**src/rtl/mmio_uart_pkg.sv**
```systemverilog
// Shared definitions for the memory-mapped UART transmitter: register map,
// STATUS bit positions, access sizes and transmitter state encoding.
package mmio_uart_pkg;

  typedef enum logic [1:0] {
    MEM_BYTE = 2'd0,
    MEM_HALF = 2'd1,
    MEM_WORD = 2'd2
  } mem_access_t;

  typedef enum logic [1:0] {
    S_IDLE  = 2'd0,
    S_START = 2'd1,
    S_DATA  = 2'd2,
    S_STOP  = 2'd3
  } tx_state_t;

  localparam logic [3:0] OFF_TXDATA = 4'h0;
  localparam logic [3:0] OFF_STATUS = 4'h4;
  localparam logic [3:0] OFF_CTRL   = 4'h8;
  localparam logic [3:0] OFF_LIMIT  = 4'hC;

  localparam int STAT_FULL    = 0;
  localparam int STAT_EMPTY   = 1;
  localparam int STAT_BUSY    = 2;
  localparam int STAT_OVF     = 3;
  localparam int STAT_CNT_LSB = 8;

  localparam int FRAME_BITS = 10;

endpackage

```
**src/rtl/mmio_uart_tx_fifo.sv**
```systemverilog
// Byte FIFO feeding the UART shifter. Push is ignored when full and pop when
// empty, both judged on the state at the start of the cycle.
module tx_byte_fifo #(
  parameter int DEPTH = 8
) (
  input  logic                       clk,
  input  logic                       rst,
  input  logic                       push,
  input  logic                       pop,
  input  logic [7:0]                 wr_data,
  output logic [7:0]                 rd_data,
  output logic                       full,
  output logic                       empty,
  output logic [$clog2(DEPTH):0]     count
);

  localparam int AW = $clog2(DEPTH);
  localparam int CW = AW + 1;

  logic [7:0]    mem [DEPTH];
  logic [AW-1:0] wr_ptr;
  logic [AW-1:0] rd_ptr;
  logic          push_ok;
  logic          pop_ok;

  assign full    = (count == CW'(DEPTH));
  assign empty   = (count == '0);
  assign push_ok = push && !full;
  assign pop_ok  = pop && !empty;
  assign rd_data = mem[rd_ptr];

  // Pointers wrap naturally because DEPTH is a power of two.
  always_ff @(posedge clk) begin
    if (rst) begin
      wr_ptr <= '0;
      rd_ptr <= '0;
      count  <= '0;
    end else begin
      if (push_ok) wr_ptr <= wr_ptr + 1'b1;
      if (pop_ok)  rd_ptr <= rd_ptr + 1'b1;
      case ({push_ok, pop_ok})
        2'b10:   count <= count + 1'b1;
        2'b01:   count <= count - 1'b1;
        default: count <= count;
      endcase
    end
  end

  always_ff @(posedge clk) begin
    if (push_ok) mem[wr_ptr] <= wr_data;
  end

endmodule

```
**src/rtl/mmio_uart_tx.sv**
```systemverilog
// Memory-mapped 8N1 UART transmitter with a byte FIFO and sticky overflow flag.
// Define MMIO_UART_TX_PRINT_EN to echo accepted bytes to the simulator console.
//
// state   | meaning
// S_IDLE  | line high, waiting for a byte in the FIFO
// S_START | start bit (tx low)
// S_DATA  | eight data bits, LSB first
// S_STOP  | stop bit (tx high), then next byte or idle
module mmio_uart_tx
  import mmio_uart_pkg::*;
#(
  parameter logic [31:0] BASE_ADDR    = 32'hF000_0000,
  parameter int          CLKS_PER_BIT = 4,
  parameter int          FIFO_DEPTH   = 8
) (
  input  logic        clk,
  input  logic        rst,
  input  logic        ena,
  input  logic [31:0] mem_addr,
  input  logic [31:0] mem_wr_data,
  input  logic        mem_wr_ena,
  input  mem_access_t mem_access,
  output logic [31:0] mem_rd_data,
  output logic        bus_error,
  output logic        tx
);

  localparam int CCW = (CLKS_PER_BIT > 1) ? $clog2(CLKS_PER_BIT) : 1;
  localparam logic [CCW-1:0] CYC_LAST = CCW'(CLKS_PER_BIT - 1);
  localparam int FCW = $clog2(FIFO_DEPTH) + 1;

  tx_state_t      state;
  logic [CCW-1:0] cyc_cnt;
  logic [2:0]     bit_cnt;
  logic [7:0]     shreg;
  logic           overflow;

  logic           sel;
  logic [3:0]     off;
  logic           acc_ok;
  logic           wr_txdata;
  logic           wr_ctrl;
  logic           push_req;
  logic           push;
  logic           pop;
  logic           bit_done;
  logic [31:0]    status;

  logic [7:0]     fifo_head;
  logic           fifo_full;
  logic           fifo_empty;
  logic [FCW-1:0] fifo_count;

  logic           unused_bits;
  assign unused_bits = ^{mem_access, mem_wr_data[31:8]};

  assign sel       = (mem_addr[31:4] == BASE_ADDR[31:4]);
  assign off       = mem_addr[3:0];
  assign bus_error = sel && ((off[1:0] != 2'b00) || (off >= OFF_LIMIT));
  assign acc_ok    = sel && !bus_error;

  assign wr_txdata = acc_ok && mem_wr_ena && (off == OFF_TXDATA);
  assign wr_ctrl   = acc_ok && mem_wr_ena && (off == OFF_CTRL);
  assign push_req  = wr_txdata && ena;
  assign push      = push_req && !fifo_full;

  assign bit_done  = (cyc_cnt == '0);
  assign pop       = ena && !fifo_empty &&
                     ((state == S_IDLE) || ((state == S_STOP) && bit_done));

  always_comb begin
    status                           = '0;
    status[STAT_FULL]                = fifo_full;
    status[STAT_EMPTY]               = fifo_empty;
    status[STAT_BUSY]                = (state != S_IDLE);
    status[STAT_OVF]                 = overflow;
    status[STAT_CNT_LSB +: 8]        = 8'(fifo_count);
  end

  assign mem_rd_data = (acc_ok && (off == OFF_STATUS)) ? status : 32'h0;

  tx_byte_fifo #(
    .DEPTH (FIFO_DEPTH)
  ) u_fifo (
    .clk     (clk),
    .rst     (rst),
    .push    (push),
    .pop     (pop),
    .wr_data (mem_wr_data[7:0]),
    .rd_data (fifo_head),
    .full    (fifo_full),
    .empty   (fifo_empty),
    .count   (fifo_count)
  );

  // A set in the same cycle as a clear wins so no drop goes unreported.
  always_ff @(posedge clk) begin
    if (rst) begin
      overflow <= 1'b0;
    end else if (ena) begin
      if (push_req && fifo_full)
        overflow <= 1'b1;
      else if (wr_ctrl && mem_wr_data[0])
        overflow <= 1'b0;
    end
  end

  always_ff @(posedge clk) begin
    if (rst) begin
      state   <= S_IDLE;
      cyc_cnt <= '0;
      bit_cnt <= '0;
      shreg   <= '0;
    end else if (ena) begin
      case (state)
        S_IDLE: begin
          if (!fifo_empty) begin
            shreg   <= fifo_head;
            cyc_cnt <= CYC_LAST;
            state   <= S_START;
          end
        end
        S_START: begin
          if (bit_done) begin
            cyc_cnt <= CYC_LAST;
            bit_cnt <= 3'd7;
            state   <= S_DATA;
          end else begin
            cyc_cnt <= cyc_cnt - 1'b1;
          end
        end
        S_DATA: begin
          if (bit_done) begin
            cyc_cnt <= CYC_LAST;
            shreg   <= {1'b0, shreg[7:1]};
            if (bit_cnt == '0)
              state <= S_STOP;
            else
              bit_cnt <= bit_cnt - 1'b1;
          end else begin
            cyc_cnt <= cyc_cnt - 1'b1;
          end
        end
        S_STOP: begin
          if (bit_done) begin
            if (!fifo_empty) begin
              shreg   <= fifo_head;
              cyc_cnt <= CYC_LAST;
              state   <= S_START;
            end else begin
              cyc_cnt <= '0;
              state   <= S_IDLE;
            end
          end else begin
            cyc_cnt <= cyc_cnt - 1'b1;
          end
        end
        default: state <= S_IDLE;
      endcase
    end
  end

  always_comb begin
    case (state)
      S_START: tx = 1'b0;
      S_DATA:  tx = shreg[0];
      default: tx = 1'b1;
    endcase
  end

`ifdef MMIO_UART_TX_PRINT_EN
  always @(posedge clk) begin
    if (!rst && push) $write("%c", mem_wr_data[7:0]);
  end
`else
`endif

endmodule

```
**config.mk**
```make
export PLATFORM = sky130hd
export DESIGN_NAME = mmio_uart_tx
export DESIGN_NICKNAME = d
export VERILOG_FILES = /design/src/rtl/mmio_uart_pkg.sv /design/src/rtl/mmio_uart_tx_fifo.sv /design/src/rtl/mmio_uart_tx.sv
export SDC_FILE = /design/constraint.sdc
export NUM_CORES = 1
export LEC_CHECK = 0
export ABC_AREA = 1
export BUFFER_PORTS_ARGS = -buffer_cell sky130_fd_sc_hd__buf_2
export CAP_MARGIN = 20
export CORE_MARGIN = 4
export CORE_UTILIZATION = 58
export DETAILED_ROUTE_END_ITERATION = 8
export PLACE_DENSITY = 0.85
export SLEW_MARGIN = 20
export SYNTH_ARGS = -nofsm -noshare
export SYNTH_HDL_FRONTEND = slang
export SYNTH_SLANG_ARGS = --single-unit
```
**constraint.sdc**
```tcl
create_clock -name clk -period 7.4 [get_ports clk]
set_input_delay 1.48 -clock clk [delete_from_list [all_inputs] [get_ports clk]]
set_output_delay 1.48 -clock clk [all_outputs]
set_load 0.01 [all_outputs]
```
# Yosys cells after proc, flatten, opt, wreduce, memory -nomap -nowiden

Memory sizes are Yosys's and may differ from the RTL's. A register that Yosys moved wholly into a read port is not among the register bits.
Index checks and enable logic that the tools add are counted.

Memories kept: 1
Input bits: 70
Register bits after elaboration: 26
Memory bits (writable): 64

Equal/unequal tests: 15
Add/sub/neg operators: 6
Mux-type cells: 29
Reduce and logical (&&, ||, !) cells: 37
Magnitude comparators: 1

Memory list:

| name       | words | width | rd ports | clocked after memory_dff | wr ports | RTL line                | text |
|---|---|---|---|---|---|---|---|
| u_fifo.mem | 8     | 8     | 1        | 1                        | 1        | mmio_uart_tx_fifo.sv:20 | `logic [7:0] mem [DEPTH];` |

Operators with widths:

| operator                                                 | count |
|---|---|
| == test 28 bit, second input constant                    | 1 |
| 2-to-1 mux 8 bit                                         | 3 |
| case mux 8 bit (3 select lines)                          | 1 |
| 2-to-1 mux 2 bit                                         | 9 |
| logical AND 1 bit                                        | 15 |
| 2-to-1 mux 3 bit                                         | 5 |
| 2-to-1 mux 12 bit                                        | 1 |
| inequality test 2 bit, second input constant             | 6 |
| nonzero test 2 bit                                       | 5 |
| == test 4 bit, second input constant                     | 2 |
| zero test 4 bit                                          | 2 |
| case mux 2 bit (4 select lines)                          | 1 |
| case mux 4 bit (2 select lines)                          | 1 |
| adder 3 x 1 -> 3 bit, second input constant              | 2 |
| == test 2 bit, second input constant                     | 3 |
| case mux 2 bit (3 select lines)                          | 1 |
| case mux 3 bit (2 select lines)                          | 1 |
| AND reduction 6 bit                                      | 1 |
| 2-to-1 mux 1 bit                                         | 5 |
| AND reduction 5 bit                                      | 1 |
| adder 4 x 1 -> 4 bit, second input constant              | 1 |
| == test 2 x 1 -> 1 bit, second input constant            | 2 |
| == test 4 x 3 -> 1 bit, second input constant            | 1 |
| greater-or-equal comparator 4 bit, second input constant | 1 |
| 12 further kinds                                         | 17 |

# Depth between registers and ports, before layout

Word-level depth: 12
Gate-level depth with buffers: 15
Depth with buffers taken out: 14

# Cells and area by module

From an unflattened synthesis, not the netlist that was laid out.

Cells, all modules: 487
Area, all modules: 4,586.9 sq um

Modules (own cells, without submodules):

| module       | times used | cells an instance | area each (sq um) |
|---|---|---|---|
| tx_byte_fifo | 1          | 276               | 3,215.6 |
| mmio_uart_tx | 1          | 211               | 1,371.3 |

# Worst setup path before layout

OpenSTA, ideal clock, no wires.

Kind: input to output
Start: input mem_addr[5]
End: output mem_rd_data[0]
Required time: 5,920 ps
Data arrival time: 2,501 ps
Setup slack: 3,419 ps
Stages: 7
Cells stage by stage: nor2_1 -> nand2_1 -> nor2_2 -> nand2_2 -> nor2_4 -> nand4_1 -> nor3_1

Word-level cells in the longest chain between the ends: 6

Ends and longest elaborated chain:

| element             | RTL line           | text |
|---|---|---|
| start: declaration  | mmio_uart_tx.sv:19 | `input logic [31:0] mem_addr,` |
| == test 28 bit *    | mmio_uart_tx.sv:57 | `assign sel = (mem_addr[31:4] == BASE_ADDR[31:4]);` |
| logical AND 1 bit   | mmio_uart_tx.sv:59 | `assign bus_error = sel && ((off[1:0] != 2'b00) \|\| (off >= OFF_LIMIT));` |
| zero test 1 bit     | mmio_uart_tx.sv:60 | `assign acc_ok = sel && !bus_error;` |
| logical AND 1 bit * | mmio_uart_tx.sv:60 |  |
| logical AND 1 bit * | mmio_uart_tx.sv:80 | `assign mem_rd_data = (acc_ok && (off == OFF_STATUS)) ? status : 32'h0;` |
| 2-to-1 mux 12 bit * | mmio_uart_tx.sv:80 |  |
| end: declaration    | mmio_uart_tx.sv:23 | `output logic [31:0] mem_rd_data,` |

Every way passes the cells marked *; elsewhere a longest branch is shown, timed or not.

# Worst setup path in the final report

Same ends and word-level chain as after synthesis.

==> results.md <==
- Worst vdd ir: 0.1274 mV
- PortBufs: 53
- Minimum clock period: 4262 ps
- RePlAce Congestion: 0.8825
- Ports: 104
- Final Hold Vio Count: 0
- Sequential fraction of the synthesis area: 55.19%
- Detailed-route DRC error count: 0
- Clk pin slew, worst setup/hold paths: 90 ps
- # clock sinks: 93
- Avg WL per Cell: 14.15 um
- F_max: 234.6 MHz
- TritonCTS clock tree: done
- Bufs on Longest Clock Path: 2
- Core area: 0.007408 mm2
- Synth Instances: 496
- Buffer count from post-CTS setup fixing: 0
- Final ANT Viol Nets: 0
- Synth async-reset ratio: 0%
- Status: completed
- CTS buffer count: 9
- Cell area after synthesis: 0.004534 mm2
- Initial antenna violation count: 0
- Commonest non-fill, non-tap cell in the layout: nor2_1
- H-tree levels: 3
- DR vias/cell: 5.300
- Post-Synth Simple-Gate Area: 18.10%
- Fin crit share: 57.60%
- Slowest CP cell: nand4_1
- Slew Viols, Final: 0
- Root Driver: clkbuf_8
- Fin nets: 636
- Vias in the first global route: 3,226
- Setup Viol. Count Final: 0
- Largest net degree at the start of global routing: 34
- Slew HR: 36.93%
- Starting Density: 61.21%
- Synth Area in Adders: 3.587%
- Synth Register Bits: 93
- Die area: 0.009297 mm2
- Synth Flop Type: edfxtp_1
- Area growth, synth to finish: 10.62%
- CP Buf/Inv Count: 2
- Most frequent cells in the layout: nor2_1, edfxtp_1, nand2_1
- CP Class: primary input to output port
- YS warnings: 0
- Worst stage delay on the critical path: 290 ps
- Hold_buf cts: 0
- Mean Syn Cell Area: 9.142 um2
- Worst slew pin tran: 945.0 ps
- # rows: 31
- DR vias: 3,477
- DPL Wire Length: 6.292 mm
- WP data required: 5920 ps
- First-pass GRT wire length: 14.92 mm
- Share of cells above drive strength 1: 15.98%
- PostCTS Resize Cnt: 0
- Post-synth cell types: 37
- Worst-case clock skew: 16.48 ps
- RSZ-0062 raised after global routing: false
- PD cells: 275.0 mW/mm2
- Post-synthesis xor/xnor area fraction: 0.5795%
- Worst Setup Start Kind: primary input
- DRT Pass-1 Iters: 5
- Grt ovf: 0
- Mux cell area share after synthesis: 0%
- CP top delay family: simple AND/OR/NAND/NOR gates
- Post-synth EDFFs: 64
- Worst min path class: flip-flop to flip-flop
- Chip height: 96.42 um
- Worst setup EP type: output port
- Initial DRC count: 309
- Die X: 96.42 um
- # diodes: 0
- Worst skew pair latency: 360 ps
- Critical Path AT: 2780 ps
- Leak pwr: 2.069 nW
- Tot Pwr: 1.379 mW
- Area fraction in compound gates after synthesis: 12.03%
- Overall routed net length: 9.282 mm
- Max-cap check violation count: 0
- Gr usage total: 21.30%
- Main combinational cell family by area after synthesis: simple AND/OR/NAND/NOR gates
- Setup_tns: 0 ps
- CP dominant cell by count: buf_2
- Critical path peak fanout: 8
- Cells along the critical path: buf_2 -> nor2_1 -> nand2_1 -> nor2_2 -> nand2_2 -> nor2_4 -> nand4_1 -> nor3_1 -> buf_2
per-stage QoR:
stage               util, %  setup WS, ps  cells  cell area, um2  hold slack [ps]
finish                67.71          3138    656            5016            481.0
global route          67.71          2933    656            5016            493.6
CTS                   67.71          3134    656            5016            478.5
detailed placement    65.09          3136    641            4822            460.2
global placement      65.09          3165    641            4822            444.0
floorplan                 -          3419    519            4621            430.7
state kept, by name, indices dropped and copies added (netlist names), named ones only:
register,cells
overflow,1
cyc_cnt,2
state,2
u_fifo.wr_ptr,3
shreg,8
u_fifo.count,4
u_fifo.mem,64
u_fifo.rd_ptr,3
bit_cnt,3
cells in the mapped netlist (3+ instances only):
| master | instances | area share, % |
|---|---|---|
| buf_4 | 24 | 4.0 |
| nand4_1 | 4 | 0.55 |
| nand3_1 | 19 | 2.1 |
| nor2_1 | 87 | 7.2 |
| clkbuf_1 | 9 | 0.74 |
| ha_1 | 13 | 3.6 |
| inv_1 | 55 | 4.6 |
| buf_2 | 3 | 0.33 |
| o21ai_0 | 48 | 5.3 |
| nor2_2 | 5 | 0.69 |
| a31oi_1 | 3 | 0.41 |
| dfxtp_1 | 29 | 13 |
| nand2_1 | 62 | 5.1 |
| edfxtp_1 | 64 | 42 |
| a21oi_1 | 23 | 2.5 |
| nor4_1 | 8 | 1.1 |
| o22ai_1 | 15 | 2.1 |
metal layers:
| metal | global-route usage [%] | vias up | routed length [um] |
|---|---|---|---|
| met4 | 7.126 | 0 | 104 |
| met1 | 28.14 | 1594 | 3941 |
| met3 | 3.563 | 8 | 751 |
| li1 | - | 1737 | - |
| met5 | 0 | - | 0 |
| met2 | 35.83 | 138 | 4485 |
path summary, 6_finish.rpt:
path	from	end	slack (ps)	cells after the start
setup / recovery	mem_addr[5]	mem_rd_data[0]	3140	9
hold / removal	shreg[3]$_SDFFE_PP0P_	shreg[3]$_SDFFE_PP0P_	480	2
setup reg to reg	state[0]$_SDFFE_PP0P_	u_fifo.count[2]$_SDFFE_PP0P_	4950	13
hold reg to reg	shreg[3]$_SDFFE_PP0P_	shreg[3]$_SDFFE_PP0P_	480	2
cell families after synthesis:
| kind of cell | count (synthesis) |
|---|---|
| xor+xnor | 3 |
| compound gates | 98 |
| other cells | 1 |
| fa+ha+maj | 13 |
| simple gates | 191 |
| flops | 93 |
| buf+inv | 97 |
where the power goes:
| part | leakage, nW | switching [mW] | internal, mW |
|---|---|---|---|
| registers | 0.810 | 0.0369 | 0.595 |
| clock network | 0.0883 | 0.175 | 0.156 |
| logic | 1.17 | 0.272 | 0.144 |
| total | 2.07 | 0.484 | 0.895 |
cell type report:
class / count / area [um2]
Tap cell: 99 / 123.9
Inverter: 58 / 217.7
Fill cell: 557 / 2392
Multi-Input combinational cell: 329 / 1645
Clock buffer: 9 / 123.9
Sequential cell: 93 / 2502
Timing Repair Buffer: 62 / 332.8
Clock inverter: 6 / 70.07
worst reg2reg max path: cells and delay by family (launching register included):
kind,cells,cell delay [ps]
compound gates,3,350
flops,1,440
buf+inv,3,270
fa+ha+maj,3,730
xor+xnor,2,410
simple gates,2,180
Note: power is estimated with default switching activity, not from simulation.
